### config.mk
export PLATFORM = sky130hd
export DESIGN_NAME = seg_scan_capture
export DESIGN_NICKNAME = d
export VERILOG_FILES = /design/src/rtl/seg_pkg.sv /design/src/rtl/seg_glyph_decode.sv /design/src/rtl/seg_scan_capture.sv
export SDC_FILE = /design/constraint.sdc
export NUM_CORES = 1
export LEC_CHECK = 0
export BUFFER_PORTS_ARGS = -buffer_cell sky130_fd_sc_hd__buf_4
export CAP_MARGIN = 20
export CORE_MARGIN = 1.5
export CORE_UTILIZATION = 50
export CTS_CLUSTER_DIAMETER = 30
export DETAILED_ROUTE_END_ITERATION = 6
export PLACE_DENSITY_LB_ADDON = 0.25
export SYNTH_ARGS = -nofsm -noshare
export SYNTH_HDL_FRONTEND = slang
export SYNTH_SLANG_ARGS = --single-unit
### constraint.sdc
create_clock -name segclk -period 3.84 [get_ports segclk]
set_clock_uncertainty 0.2 [all_clocks]
set_input_delay 0.576 -clock segclk [delete_from_list [all_inputs] [get_ports segclk]]
set_output_delay 0.576 -clock segclk [all_outputs]
set_load 0.05 [all_outputs]
### src/rtl/seg_pkg.sv
// Shared constants for the 7-segment scan capture: glyph table, codes,
// anode patterns and frame FSM state encoding.
package seg_pkg;

   localparam int unsigned SEG_W  = 7;
   localparam int unsigned AN_W   = 4;
   localparam int unsigned CODE_W = 5;

   // Active-low glyphs, bit 6 = g .. bit 0 = a; index = hex value
   localparam logic [15:0][SEG_W-1:0] GLYPH_HEX = {
      7'b0001110, 7'b0000110, 7'b0100001, 7'b1000110,
      7'b0000011, 7'b0001000, 7'b0010000, 7'b0000000,
      7'b1111000, 7'b0000010, 7'b0010010, 7'b0011001,
      7'b0110000, 7'b0100100, 7'b1111001, 7'b1000000
   };
   localparam logic [SEG_W-1:0] GLYPH_H     = 7'b0001001;
   localparam logic [SEG_W-1:0] GLYPH_N     = 7'b1001000;
   localparam logic [SEG_W-1:0] GLYPH_BLANK = 7'b1111111;

   localparam logic [CODE_W-1:0] CODE_H     = 5'h10;
   localparam logic [CODE_W-1:0] CODE_N     = 5'h11;
   localparam logic [CODE_W-1:0] CODE_BLANK = 5'h12;
   localparam logic [CODE_W-1:0] CODE_BAD   = 5'h1F;

   localparam logic [AN_W-1:0] AN_L    = 4'b0111;
   localparam logic [AN_W-1:0] AN_ML   = 4'b1011;
   localparam logic [AN_W-1:0] AN_MR   = 4'b1101;
   localparam logic [AN_W-1:0] AN_R    = 4'b1110;
   localparam logic [AN_W-1:0] AN_NONE = 4'b1111;

   typedef enum logic [1:0] {
      ST_WAIT_L = 2'd0,
      ST_EXP_ML = 2'd1,
      ST_EXP_MR = 2'd2,
      ST_EXP_R  = 2'd3
   } state_e;

   // Shadow slot (3=left .. 0=right) addressed by a one-hot-low anode value
   function automatic logic [1:0] an_slot(input logic [AN_W-1:0] an);
      logic [1:0] slot;
      slot = 2'd0;
      unique case (an)
         AN_L:    slot = 2'd3;
         AN_ML:   slot = 2'd2;
         AN_MR:   slot = 2'd1;
         default: slot = 2'd0;
      endcase
      return slot;
   endfunction

   // Anode the FSM waits for next in each state
   function automatic logic [AN_W-1:0] an_expected(input state_e st);
      logic [AN_W-1:0] an;
      unique case (st)
         ST_WAIT_L: an = AN_L;
         ST_EXP_ML: an = AN_ML;
         ST_EXP_MR: an = AN_MR;
         default:   an = AN_R;
      endcase
      return an;
   endfunction

   // Anode of the slot most recently written within the current frame
   function automatic logic [AN_W-1:0] an_last(input state_e st);
      logic [AN_W-1:0] an;
      unique case (st)
         ST_WAIT_L: an = AN_NONE;
         ST_EXP_ML: an = AN_L;
         ST_EXP_MR: an = AN_ML;
         default:   an = AN_MR;
      endcase
      return an;
   endfunction

endpackage

### src/rtl/seg_glyph_decode.sv
// Combinational 7-segment pattern to 5-bit character code decoder.
module seg_glyph_decode
   import seg_pkg::*;
(
   input  logic [6:0] glyph,
   output logic [4:0] code_c
);

   // 0010000 is reported as 9; G shares the same pattern
   always_comb begin
      code_c = CODE_BAD;
      for (int i = 0; i < 16; i++) begin
         if (glyph == GLYPH_HEX[i]) code_c = 5'(i);
      end
      if (glyph == GLYPH_H)     code_c = CODE_H;
      if (glyph == GLYPH_N)     code_c = CODE_N;
      if (glyph == GLYPH_BLANK) code_c = CODE_BLANK;
   end

endmodule

### src/rtl/seg_scan_capture.sv
// Receive side of a multiplexed 7-segment bus: filters samples, tracks scan
// order and publishes one decoded four-digit frame at a time.
module seg_scan_capture
   import seg_pkg::*;
#(
   parameter int unsigned STABLE_CNT = 4,
   parameter int unsigned TIMEOUT    = 1024
) (
   input  logic        segclk,
   input  logic        clr_n,
   input  logic        sample_en,
   input  logic [6:0]  seg_in,
   input  logic [3:0]  an_in,
   output logic [27:0] raw,
   output logic [19:0] codes,
   output logic        frame_valid,
   output logic        an_err,
   output logic        seq_err,
   output logic        stale
);

   localparam int unsigned CNT_W = $clog2(STABLE_CNT + 1);
   localparam int unsigned TMO_W = $clog2(TIMEOUT);
   localparam int unsigned CAND_W = AN_W + SEG_W;
   localparam logic [CNT_W-1:0] CNT_MAX = CNT_W'(STABLE_CNT);
   localparam logic [TMO_W-1:0] TMO_MAX = TMO_W'(TIMEOUT - 1);
   localparam logic [CODE_W-1:0] CODE_RST = CODE_BLANK;

   logic [CAND_W-1:0]     cand_q, cand_d;
   logic [CNT_W-1:0]      cnt_q, cnt_d;
   state_e                state_q, state_d;
   logic [3:0][SEG_W-1:0] shadow_q, shadow_d;
   logic [27:0]           raw_q, raw_d;
   logic [19:0]           codes_q, codes_d;
   logic                  frame_valid_q, frame_valid_d;
   logic                  an_err_q, an_err_d;
   logic                  seq_err_q, seq_err_d;
   logic                  stale_q, stale_d;
   logic [TMO_W-1:0]      tmo_q, tmo_d;

   logic                  commit;
   logic                  publish;
   logic [3:0][CODE_W-1:0] code_w;

   // Stability filter, commit classification and frame sequencing
   always_comb begin
      cand_d    = cand_q;
      cnt_d     = cnt_q;
      state_d   = state_q;
      shadow_d  = shadow_q;
      an_err_d  = 1'b0;
      seq_err_d = 1'b0;
      commit    = 1'b0;
      publish   = 1'b0;

      if (sample_en) begin
         if ({an_in, seg_in} != cand_q) begin
            cand_d = {an_in, seg_in};
            cnt_d  = CNT_W'(1);
            commit = (STABLE_CNT == 1);
         end else if (cnt_q < CNT_MAX) begin
            cnt_d  = cnt_q + CNT_W'(1);
            commit = (cnt_d == CNT_MAX);
         end
      end

      if (commit && (an_in != AN_NONE)) begin
         if (an_in == AN_L) begin
            shadow_d[3] = seg_in;
            state_d     = ST_EXP_ML;
         end else if ($countones(~an_in) != 1) begin
            an_err_d = 1'b1;
            state_d  = ST_WAIT_L;
         end else if (an_in == an_expected(state_q)) begin
            shadow_d[an_slot(an_in)] = seg_in;
            unique case (state_q)
               ST_EXP_ML: state_d = ST_EXP_MR;
               ST_EXP_MR: state_d = ST_EXP_R;
               default: begin
                  state_d = ST_WAIT_L;
                  publish = 1'b1;
               end
            endcase
         end else if (an_in == an_last(state_q)) begin
            shadow_d[an_slot(an_in)] = seg_in;
         end else begin
            seq_err_d = 1'b1;
            state_d   = ST_WAIT_L;
         end
      end
   end

   for (genvar g = 0; g < 4; g++) begin : g_dec
      seg_glyph_decode u_dec (
         .glyph  (shadow_d[g]),
         .code_c (code_w[g])
      );
   end

   // Frame publication and staleness timer; a completed frame beats expiry
   always_comb begin
      raw_d         = raw_q;
      codes_d       = codes_q;
      tmo_d         = tmo_q;
      stale_d       = stale_q;
      frame_valid_d = publish;
      if (publish) begin
         raw_d   = shadow_d;
         codes_d = code_w;
         tmo_d   = '0;
         stale_d = 1'b0;
      end else begin
         if (tmo_q != TMO_MAX) tmo_d = tmo_q + TMO_W'(1);
         if (tmo_d == TMO_MAX) stale_d = 1'b1;
      end
   end

   always_ff @(posedge segclk or negedge clr_n) begin
      if (!clr_n) begin
         cand_q        <= {AN_NONE, GLYPH_BLANK};
         cnt_q         <= CNT_MAX;
         state_q       <= ST_WAIT_L;
         shadow_q      <= {4{GLYPH_BLANK}};
         raw_q         <= {4{GLYPH_BLANK}};
         codes_q       <= {4{CODE_RST}};
         frame_valid_q <= 1'b0;
         an_err_q      <= 1'b0;
         seq_err_q     <= 1'b0;
         stale_q       <= 1'b1;
         tmo_q         <= '0;
      end else begin
         cand_q        <= cand_d;
         cnt_q         <= cnt_d;
         state_q       <= state_d;
         shadow_q      <= shadow_d;
         raw_q         <= raw_d;
         codes_q       <= codes_d;
         frame_valid_q <= frame_valid_d;
         an_err_q      <= an_err_d;
         seq_err_q     <= seq_err_d;
         stale_q       <= stale_d;
         tmo_q         <= tmo_d;
      end
   end

   assign raw         = raw_q;
   assign codes       = codes_q;
   assign frame_valid = frame_valid_q;
   assign an_err      = an_err_q;
   assign seq_err     = seq_err_q;
   assign stale       = stale_q;

endmodule
==> results.yml, run 1 <==
global_routing:
  wire_length_of_the_first_global_routing_pass_microns: 32530
  gr-total-overflow: 0
  grt_usage: 0.2768
  grt_max_degree: 65
  grt_antenna_before_repair: 0
  grt_pass1_vias: 6132
clock_tree:
  post_cts.repair.setup_buffers: 0
  post_cts_resized: 0
  cts_max_level: 3
  cts.reportedPaths.clkPinSlew_ns: 0.07
  clock-sinks: 106
  clock_path_buffers: 2
  cts-root-buf: "sky130_fd_sc_hd__clkbuf_16"
  clk_latency_ns: 0.36
  tritoncts.num_buffers: 9
  tritoncts: "yes"
  hold_buffers: 0
setup_path:
  startpoint_type: "input port"
  critical_path_fanouts_max: 8
  critical_path_type: "input port to register"
  arrival_ns: 3.75
  critical_path_required_ns: 3.93
  endpoint_kind: "register"
finish:
  insertedDiodeCount: 0
  layout-drive-gt1-share: 0.3024
  total_number_of_nets_in_the_final_design: 961
  stdcell_count: 1123
  synthToLayoutAreaGrowth_pct: 17.84
  final_util: 0.5982
synth:
  post_synth_edffs: 0
  postSynthNetCount: 884
  synth.area.top_cells: "sky130_fd_sc_hd__dfstp_2 28%, sky130_fd_sc_hd__dfrtp_1 9.9%, sky130_fd_sc_hd__nand2_1 7.7%, sky130_fd_sc_hd__mux2i_1 6.0%, sky130_fd_sc_hd__mux2_2 5.8%"
  yosys_most_used_dff: "sky130_fd_sc_hd__dfstp_2"
  yosysMostFrequentCell: "sky130_fd_sc_hd__nand2_1"
  synth_largest_type_area_fraction: 0.2763
  synthDominantAreaCellType: "sky130_fd_sc_hd__dfstp_2"
  syn_inst: 857
  synth_cell_type_count: 78
  async_reset_ff_frac: 1.000
  ys_seq_elements: 106
  avgSynthCellArea_sq_um: 8.544
  synthesis.yosys.warnings: 0
  seq_area_frac_synth: 0.3754
  yosys-top-cells-count: "150 x sky130_fd_sc_hd__nand2_1, 77 x sky130_fd_sc_hd__dfstp_2, 75 x sky130_fd_sc_hd__nor2_1"
  post_synth_instance_area_sq_um: 7322
detailed_routing:
  routed_via_density: 5.848
  violation_count_after_the_first_detailed_routing_iteration: 578
  wl_microns: 20490
  route.detailed.drc: 0
  routed-via-count: 6567
  antenna_violating_nets_post_route: 0
  pre_repair_dr_iteration_count: 5
  wl_per_cell_microns: 18.25
power_and_ir_drop:
  power_frac_comb: 0.090
  vdd_drop_max_v: 0.0002644
  seq_power_share: 0.493
  total_leakage_power_uw: 0.003846
  swShare: 0.2426
  power_per_cell_area_nw_per_um2: 270.4
  power.internal_uw: 1767
  switchingPower_uw: 566.0
  clkPwrFrac: 0.418
  post-layout-total-power_uw: 2333
timing:
  setup_violations: 0
  setup_tns_ns: 0
  hold-worst-slack_ns: 0.09460
  setup_repair_after_global_routing_missed_its_margin: "false"
  worst_slew_margin_rel: 0.4382
  hold_viol: 0
  finalCritPeriodShare: 0.9519
  layout_min_cycle_time_ns: 3.655
  worst_pin_slew_ns: 0.8427
  maxSlewViolCount: 0
  max_freq_mhz: 273.6
floorplan:
  die_area_sq_um: 15380
  fp.coreArea_sq_um: 14420
  die-width_microns: 124.0
  io_pins: 66
  floorplan.die.height_microns: 124.0
  row_count: 44
  initial_utilization: 0.5076
hold_path:
  worst_hold_path_type: "input port to async pin"
status:
  outcome: "finished clean"
place:
  gp_congestion: 0.9555
  port_buffers: 65
  placed_insts: 1107
  hpwl_microns: 14980
run:
  cap_violations: 0
cells by family after synthesis:
family          after synthesis  share of synthesized area
simple gates                413                     0.2849
compound gates              132                     0.1147
flops                       106                     0.3754
buf+inv                      84                    0.04819
mux                          84                     0.1227
xor+xnor                     25                    0.03093
fa+ha+maj                    13                    0.02324
layout by cell type, fill, tap and decap left out, types with 8 or more instances in the layout:
master                        n
sky130_fd_sc_hd__ha_1        10
sky130_fd_sc_hd__or3_1        9
sky130_fd_sc_hd__a211oi_1     8
sky130_fd_sc_hd__nor3b_1     11
sky130_fd_sc_hd__nand2_1    150
sky130_fd_sc_hd__mux2i_1     44
sky130_fd_sc_hd__nor2_1      75
sky130_fd_sc_hd__inv_1       20
sky130_fd_sc_hd__nand3_1     34
sky130_fd_sc_hd__o21ai_0     49
sky130_fd_sc_hd__xor2_1      21
sky130_fd_sc_hd__buf_4      128
sky130_fd_sc_hd__mux2_2      38
sky130_fd_sc_hd__clkbuf_16    9
sky130_fd_sc_hd__dfrtp_1     29
sky130_fd_sc_hd__nand2b_1    13
sky130_fd_sc_hd__nand4_1     14
sky130_fd_sc_hd__dfstp_2     77
sky130_fd_sc_hd__a21oi_1     19
sky130_fd_sc_hd__nor2b_1     11
sky130_fd_sc_hd__nor3_1      31
sky130_fd_sc_hd__nor4_1      10
layout make-up:
type | instances | area (sq um)
fill | 1322 | 5796
multi-input combinational | 667 | 4260
sequential | 106 | 2749
timing repair buffer | 130 | 1001
clock buffer | 12 | 256.5
tap | 184 | 230.2
inverter | 20 | 75.07
clock inverter | 4 | 56.30
worst paths after layout:
check	slack (ns)	to	cells past startpoint	startpoint
worst max-delay path	0.18	codes[1]	16	an_in[1]
worst min-delay path	0.09	codes[15]	1	clr_n
worst max register to register	0.48	codes[10]	13	state_q[0]
worst min register to register	0.25	raw[1]	2	raw[1]
max in group asynchronous	2.59	shadow_q[19]	2	clr_n
min in group segclk	0.25	raw[1]	2	raw[1]
worst max-delay path, cell delays in order:
cell,delay (ns)
sky130_fd_sc_hd__buf_4,0.11
sky130_fd_sc_hd__inv_1,0.08
sky130_fd_sc_hd__fa_1,0.43
sky130_fd_sc_hd__ha_2,0.20
sky130_fd_sc_hd__ha_4,0.24
sky130_fd_sc_hd__nor3b_4,0.17
sky130_fd_sc_hd__and2_1,0.14
sky130_fd_sc_hd__nand4_1,0.14
sky130_fd_sc_hd__buf_4,0.20
sky130_fd_sc_hd__or3b_1,0.48
sky130_fd_sc_hd__buf_4,0.21
sky130_fd_sc_hd__mux2i_1,0.28
sky130_fd_sc_hd__inv_1,0.11
sky130_fd_sc_hd__o22ai_1,0.18
sky130_fd_sc_hd__o32ai_1,0.09
sky130_fd_sc_hd__nor2_1,0.10
per-layer routing:
metal  up-vias  GRT usage  share of wire
met1      3164     0.3780           0.46
met4         0    0.09730          0.024
li1       3167          -              -
met5         -          0              0
met3        33    0.04029          0.052
met2       203     0.4492           0.47
registers in the layout (all words and copies together) (netlist names):
name,count
raw,28
shadow_q,28
codes,20
cand_q,11
tmo_q,10
cnt_q,3
state_q,2
an_err,1
frame_valid,1
seq_err,1
stale,1
power by group through the flow:
stage          Combinational (uW)  Sequential (uW)  Clock (uW)
2_1_floorplan                 123             1170           0
3_3_place_gp                  204             1170           0
3_5_place_dp                  208             1170           0
4_1_cts                       209             1150        1000
5_1_grt                       226             1150        1040
6_report                      209             1150         974
per-stage QoR:
| step | area (sq um) | worst slack, ns |
|---|---|---|
| after floorplan | 7361 | -0.1047 |
| after global placement | 8314 | -0.1702 |
| after detailed placement | 8314 | -0.2040 |
| after CTS | 8627 | 0.1863 |
| after global routing | 8628 | 0.01036 |
| final | 8628 | 0.1846 |
(Power assumes the default switching activity.)
==> run 2: changes to the inputs <==
CORE_UTILIZATION = 59   (was 50)
==> results.yml, run 2 (same netlist as run 1, synthesis figures left out) <==
status:
  outcome: "finished clean"
power_and_ir_drop:
  power.internal_uw: 1684
  power_frac_comb: 0.094
  swShare: 0.2742
  total_leakage_power_uw: 0.003817
  power_per_cell_area_nw_per_um2: 270.6
  clkPwrFrac: 0.411
  switchingPower_uw: 636.3
  vdd_drop_max_v: 0.0003437
  seq_power_share: 0.496
setup_path:
  critical_path_type: "input port to register"
  crit_cells: 14
  cp-startpoint: "an_in[0]"
  r2r_slack_ns: 0.45
  cpLargestDelayFamily: "simple AND/OR/NAND/NOR gates"
  rr_worst_depth: 10
  critical_path_required_ns: 3.90
  worst-path-buf-inv: 3
  endpoint_kind: "register"
  cp_cell_sequence: "buf_4 > inv_1 > fa_1 > ha_2 > ha_4 > nor3b_4 > and2_1 > nand4_1 > or3_1 > buf_4 > mux2i_1 > or4_1 > nand3_1 > o21ai_1"
  r2r_end: "codes[5]"
  critPathMaxStageDelay_ns: 0.55
  setup.worst_path.end: "codes[5]"
  arrival_ns: 3.73
  startpoint_type: "input port"
  cp_slowest_cell: "sky130_fd_sc_hd__fa_1"
  critical_path_fanouts_max: 11
  timing.critical_path.mode_cell: "sky130_fd_sc_hd__buf_4"
  critical_path.reg2reg.startpoint: "cnt_q[0]"
detailed_routing:
  routed-via-count: 6817
  wl_microns: 21810
  pre_repair_dr_iteration_count: 6
  routed_via_density: 6.180
  antenna_violating_nets_post_route: 0
  wl_per_cell_microns: 19.77
  violation_count_after_the_first_detailed_routing_iteration: 951
  route.detailed.drc: 0
place:
  placed_insts: 1086
  port_buffers: 65
  gp_congestion: 0.9888
  hpwl_microns: 15890
timing:
  setup_repair_after_global_routing_missed_its_margin: "false"
  worst_pin_slew_ns: 0.5457
  hold_viol: 0
  setup_violations: 0
  finalCritPeriodShare: 0.9548
  setup_tns_ns: 0
  maxSlewViolCount: 0
  max_freq_mhz: 272.8
  layout_min_cycle_time_ns: 3.666
  worst_slew_margin_rel: 0.6348
clock_tree:
  post_cts.repair.setup_buffers: 0
  cts-root-buf: "sky130_fd_sc_hd__clkbuf_16"
  clock_path_buffers: 2
  tritoncts: "yes"
  clock-sinks: 106
  clk_latency_ns: 0.37
  tritoncts.num_buffers: 9
  cts.reportedPaths.clkPinSlew_ns: 0.08
  cts_max_level: 3
global_routing:
  grt_max_degree: 42
  grt_pass1_vias: 6649
  grt_usage: 0.3462
  grt_antenna_before_repair: 0
  gr-total-overflow: 0
  wire_length_of_the_first_global_routing_pass_microns: 34800
floorplan:
  floorplan.die.height_microns: 114.4
  die-width_microns: 114.4
  die_area_sq_um: 13090
  initial_utilization: 0.6071
  row_count: 40
  fp.coreArea_sq_um: 12060
  io_pins: 66
finish:
  fillCellCount: 934
  synthToLayoutAreaGrowth_pct: 17.11
  layout-drive-gt1-share: 0.3005
  final_cell_mix: "150 x sky130_fd_sc_hd__nand2_1, 123 x sky130_fd_sc_hd__buf_4, 77 x sky130_fd_sc_hd__dfstp_2"
  total_number_of_nets_in_the_final_design: 957
  stdcell_count: 1103
  register_cell_area_after_layout_sq_um: 2749
  insertedDiodeCount: 0
  leading_cell_type_in_the_layout_fill_and_taps_excluded: "sky130_fd_sc_hd__nand2_1"
  multi_input_area_sq_um: 4262
hold_path:
  hold_path_depth: 2
  worst_hold_path_type: "register to register"
run:
  cap_violations: 0
==> run 2: worst register-to-register path: stages, from the launching register on <==
cell,delay [ns]
sky130_fd_sc_hd__dfrtp_1,0.41
sky130_fd_sc_hd__ha_1,0.21
sky130_fd_sc_hd__nand4b_2,0.16
sky130_fd_sc_hd__nor4_2,0.51
sky130_fd_sc_hd__nand4_1,0.22
sky130_fd_sc_hd__or3_1,0.51
sky130_fd_sc_hd__buf_4,0.23
sky130_fd_sc_hd__mux2i_1,0.19
sky130_fd_sc_hd__or4_1,0.51
sky130_fd_sc_hd__nand3_1,0.09
sky130_fd_sc_hd__o21ai_1,0.06
==> run 2: layout make-up <==
cell class	instances	share of cell area
well taps	168	0.02451
multi-input cells	667	0.4970
repair buffers	126	0.1135
clock inverters	7	0.009339
flip-flops and latches	106	0.3206
clock buffers	9	0.02627
inverters	20	0.008755
==> run 2: metal layers <==
layer / global-route usage / routed length, microns / up-vias
met5: 0 / 0 / -
met4: 0.1258 / 654 / 0
met3: 0.07676 / 1518 / 62
met2: 0.5561 / 10370 / 318
met1: 0.4610 / 9270 / 3278
li1: - / - / 3159
==> run 2: repair_timing <==
action                                  4_1_cts  5_1_grt
endpoints found under the hold margin        13        0
resized for setup                             0        1
endpoints found under the setup margin        0        1
hold buffers                                  1        0
==> run 2: stage by stage <==
| stage | utilization | area [sq um] | hold WS (ns) | power (uW) | setup slack (ns) |
|---|---|---|---|---|---|
| floorplan | - | 7361 | 0.08041 | 1289 | -0.1047 |
| global placement | 0.6845 | 8257 | 0.2428 | 1368 | -0.1364 |
| detailed placement | 0.6845 | 8257 | 0.2452 | 1379 | -0.1815 |
| CTS | 0.7107 | 8572 | 0.2567 | 2333 | 0.1883 |
| global route | 0.7109 | 8574 | 0.2663 | 2401 | 0.008357 |
| finish | 0.7109 | 8574 | 0.2552 | 2321 | 0.1737 |
==> run 2: how the worst min path moves through the flow <==
stage | slack [ns] | end | start
floorplan | 0.08 | an_err | clr_n
global placement | 0.24 | raw[14] | raw[14]
detailed placement | 0.25 | raw[2] | raw[2]
CTS | 0.26 | raw[2] | raw[2]
global route | 0.27 | raw[2] | raw[2]
finish | 0.26 | raw[2] | raw[2]
==> run 2: power by group through the flow <==
| stage | Sequential [uW] | Combinational [uW] | Clock (uW) |
|---|---|---|---|
| 2_1_floorplan | 1170 | 123 | 0 |
| 3_3_place_gp | 1170 | 201 | 0 |
| 3_5_place_dp | 1170 | 210 | 0 |
| 4_1_cts | 1150 | 214 | 969 |
| 5_1_grt | 1150 | 234 | 1020 |
| 6_report | 1150 | 217 | 953 |
==> run 3: changes to the inputs <==
CORE_UTILIZATION = 25   (was 59)
SKIP_CTS_REPAIR_TIMING = 1   (was unset)
==> results.yml, run 3 (same netlist as run 1, synthesis figures left out) <==
floorplan:
  row_count: 62
  die_area_sq_um: 30320
  io_pins: 66
  die-width_microns: 174.1
  initial_utilization: 0.2544
  floorplan.die.height_microns: 174.1
  fp.coreArea_sq_um: 28780
detailed_routing:
  wl_microns: 23590
  wl_per_cell_microns: 17.64
  route.detailed.drc: 0
  antenna_violating_nets_post_route: 0
  routed-via-count: 6629
  routed_via_density: 4.958
  pre_repair_dr_iteration_count: 5
  violation_count_after_the_first_detailed_routing_iteration: 370
finish:
  layout-drive-gt1-share: 0.3148
  total_number_of_nets_in_the_final_design: 975
  insertedDiodeCount: 0
  leading_cell_type_in_the_layout_fill_and_taps_excluded: "sky130_fd_sc_hd__nand2_1"
  final_cell_mix: "150 x sky130_fd_sc_hd__nand2_1, 140 x sky130_fd_sc_hd__buf_4, 77 x sky130_fd_sc_hd__dfstp_2"
  stdcell_count: 1337
  synthToLayoutAreaGrowth_pct: 22.95
global_routing:
  gr-total-overflow: 0
  grt_max_degree: 75
  grt_antenna_before_repair: 0
  grt_usage: 0.1562
  wire_length_of_the_first_global_routing_pass_microns: 37360
  grt_pass1_vias: 6582
setup_path:
  cp_slowest_cell: "sky130_fd_sc_hd__or3b_1"
  critical_path_required_ns: 3.89
  critPathMaxStageDelay_ns: 0.58
  critical_path_type: "input port to register"
  endpoint_kind: "register"
  r2r_slack_ns: 0.45
  startpoint_type: "input port"
  critical_path_fanouts_max: 6
  arrival_ns: 3.73
  cp_cell_sequence: "buf_4 > inv_1 > fa_1 > ha_2 > ha_4 > nor3b_4 > and2_1 > nand4_1 > or3b_1 > mux2_2 > and3b_1 > and3_1 > a22o_1"
timing:
  setup_tns_ns: 0
  maxSlewViolCount: 0
  layout_min_cycle_time_ns: 3.685
  worst_slew_margin_rel: 0.6112
  hold-worst-slack_ns: 0.2551
  setup_repair_after_global_routing_missed_its_margin: "true"
  finalCritPeriodShare: 0.9595
  worst_pin_slew_ns: 0.5810
  setup_violations: 0
  hold_viol: 0
  max_freq_mhz: 271.4
place:
  port_buffers: 65
  hpwl_microns: 17370
  placed_insts: 1320
  gp_congestion: 0.8825
power_and_ir_drop:
  post-layout-total-power_uw: 2330
  vdd_drop_max_v: 0.0001631
  power_per_cell_area_nw_per_um2: 258.8
  total_leakage_power_uw: 0.003922
run:
  cap_violations: 0
hold_path:
  worst_hold_path_type: "register to register"
clock_tree:
  tritoncts.num_buffers: 9
  cts.reportedPaths.clkPinSlew_ns: 0.08
  cts-root-buf: "sky130_fd_sc_hd__clkbuf_16"
  clock-sinks: 106
  tritoncts: "yes"
  clock_path_buffers: 2
  clk_latency_ns: 0.36
  cts_max_level: 3
status:
  outcome: "finished clean"
[run 3: cell count changes in the layout (fill, tap and decap cells not counted), moves of 2 or more]
cell / before / now
sky130_fd_sc_hd__buf_4: 123 / 140
sky130_fd_sc_hd__clkbuf_1: 0 / 2
sky130_fd_sc_hd__clkinv_8: 2 / 0
sky130_fd_sc_hd__inv_8: 2 / 0
sky130_fd_sc_hd__o21ai_0: 49 / 46
sky130_fd_sc_hd__o21ai_1: 2 / 5
[run 3: worst max-delay path, delay by kind of cell]
family / cells / cell delay [ns]
compound gates: 1 / 0.20
fa+ha+maj: 3 / 0.88
buf+inv: 2 / 0.19
simple gates: 6 / 1.55
mux: 1 / 0.33
[run 3: final timing paths]
| kind | end | start | cells past startpoint |
|---|---|---|---|
| worst max-delay path | codes[3] | an_in[1] | 13 |
| worst min-delay path | raw[27] | raw[27] | 2 |
| worst max register to register | codes[14] | state_q[0] | 11 |
| worst min register to register | raw[27] | raw[27] | 2 |
| max in group asynchronous | cand_q[10] | clr_n | 3 |
| min in group asynchronous | codes[15] | clr_n | 2 |
[run 3: layer usage]
| layer | global-route usage | wire, microns | vias to the layer above |
|---|---|---|---|
| li1 | - | - | 3192 |
| met1 | 0.2227 | 11300 | 3206 |
| met2 | 0.2395 | 10630 | 204 |
| met3 | 0.02997 | 1252 | 27 |
| met4 | 0.04274 | 410 | 0 |
| met5 | 0 | 0 | - |
[run 3: area by class of cell]
| class | instances | area (sq um) |
|---|---|---|
| Clock buffer | 11 | 232.7 |
| Clock inverter | 5 | 61.31 |
| Fill cell | 3057 | 19780 |
| Inverter | 20 | 75.07 |
| Multi-Input combinational cell | 667 | 4283 |
| Sequential cell | 106 | 2749 |
| Tap cell | 384 | 480.5 |
| Timing Repair Buffer | 144 | 1121 |
[run 3: stage by stage]
| step | util | instance area, sq um | setup WS (ns) |
|---|---|---|---|
| after CTS | 0.3116 | 8969 | 0.1255 |
| after detailed placement | 0.3014 | 8675 | -0.2486 |
| final | 0.3128 | 9002 | 0.1554 |
| after floorplan | - | 7361 | -0.1047 |
| after global placement | 0.3014 | 8675 | -0.2198 |
| after global routing | 0.3128 | 9002 | -0.02284 |
[run 3: report_power, final]
group,switching [uW],internal (uW),total [uW]
Sequential,8.73,1140,1150
Combinational,137,81.0,218
Clock,449,513,962
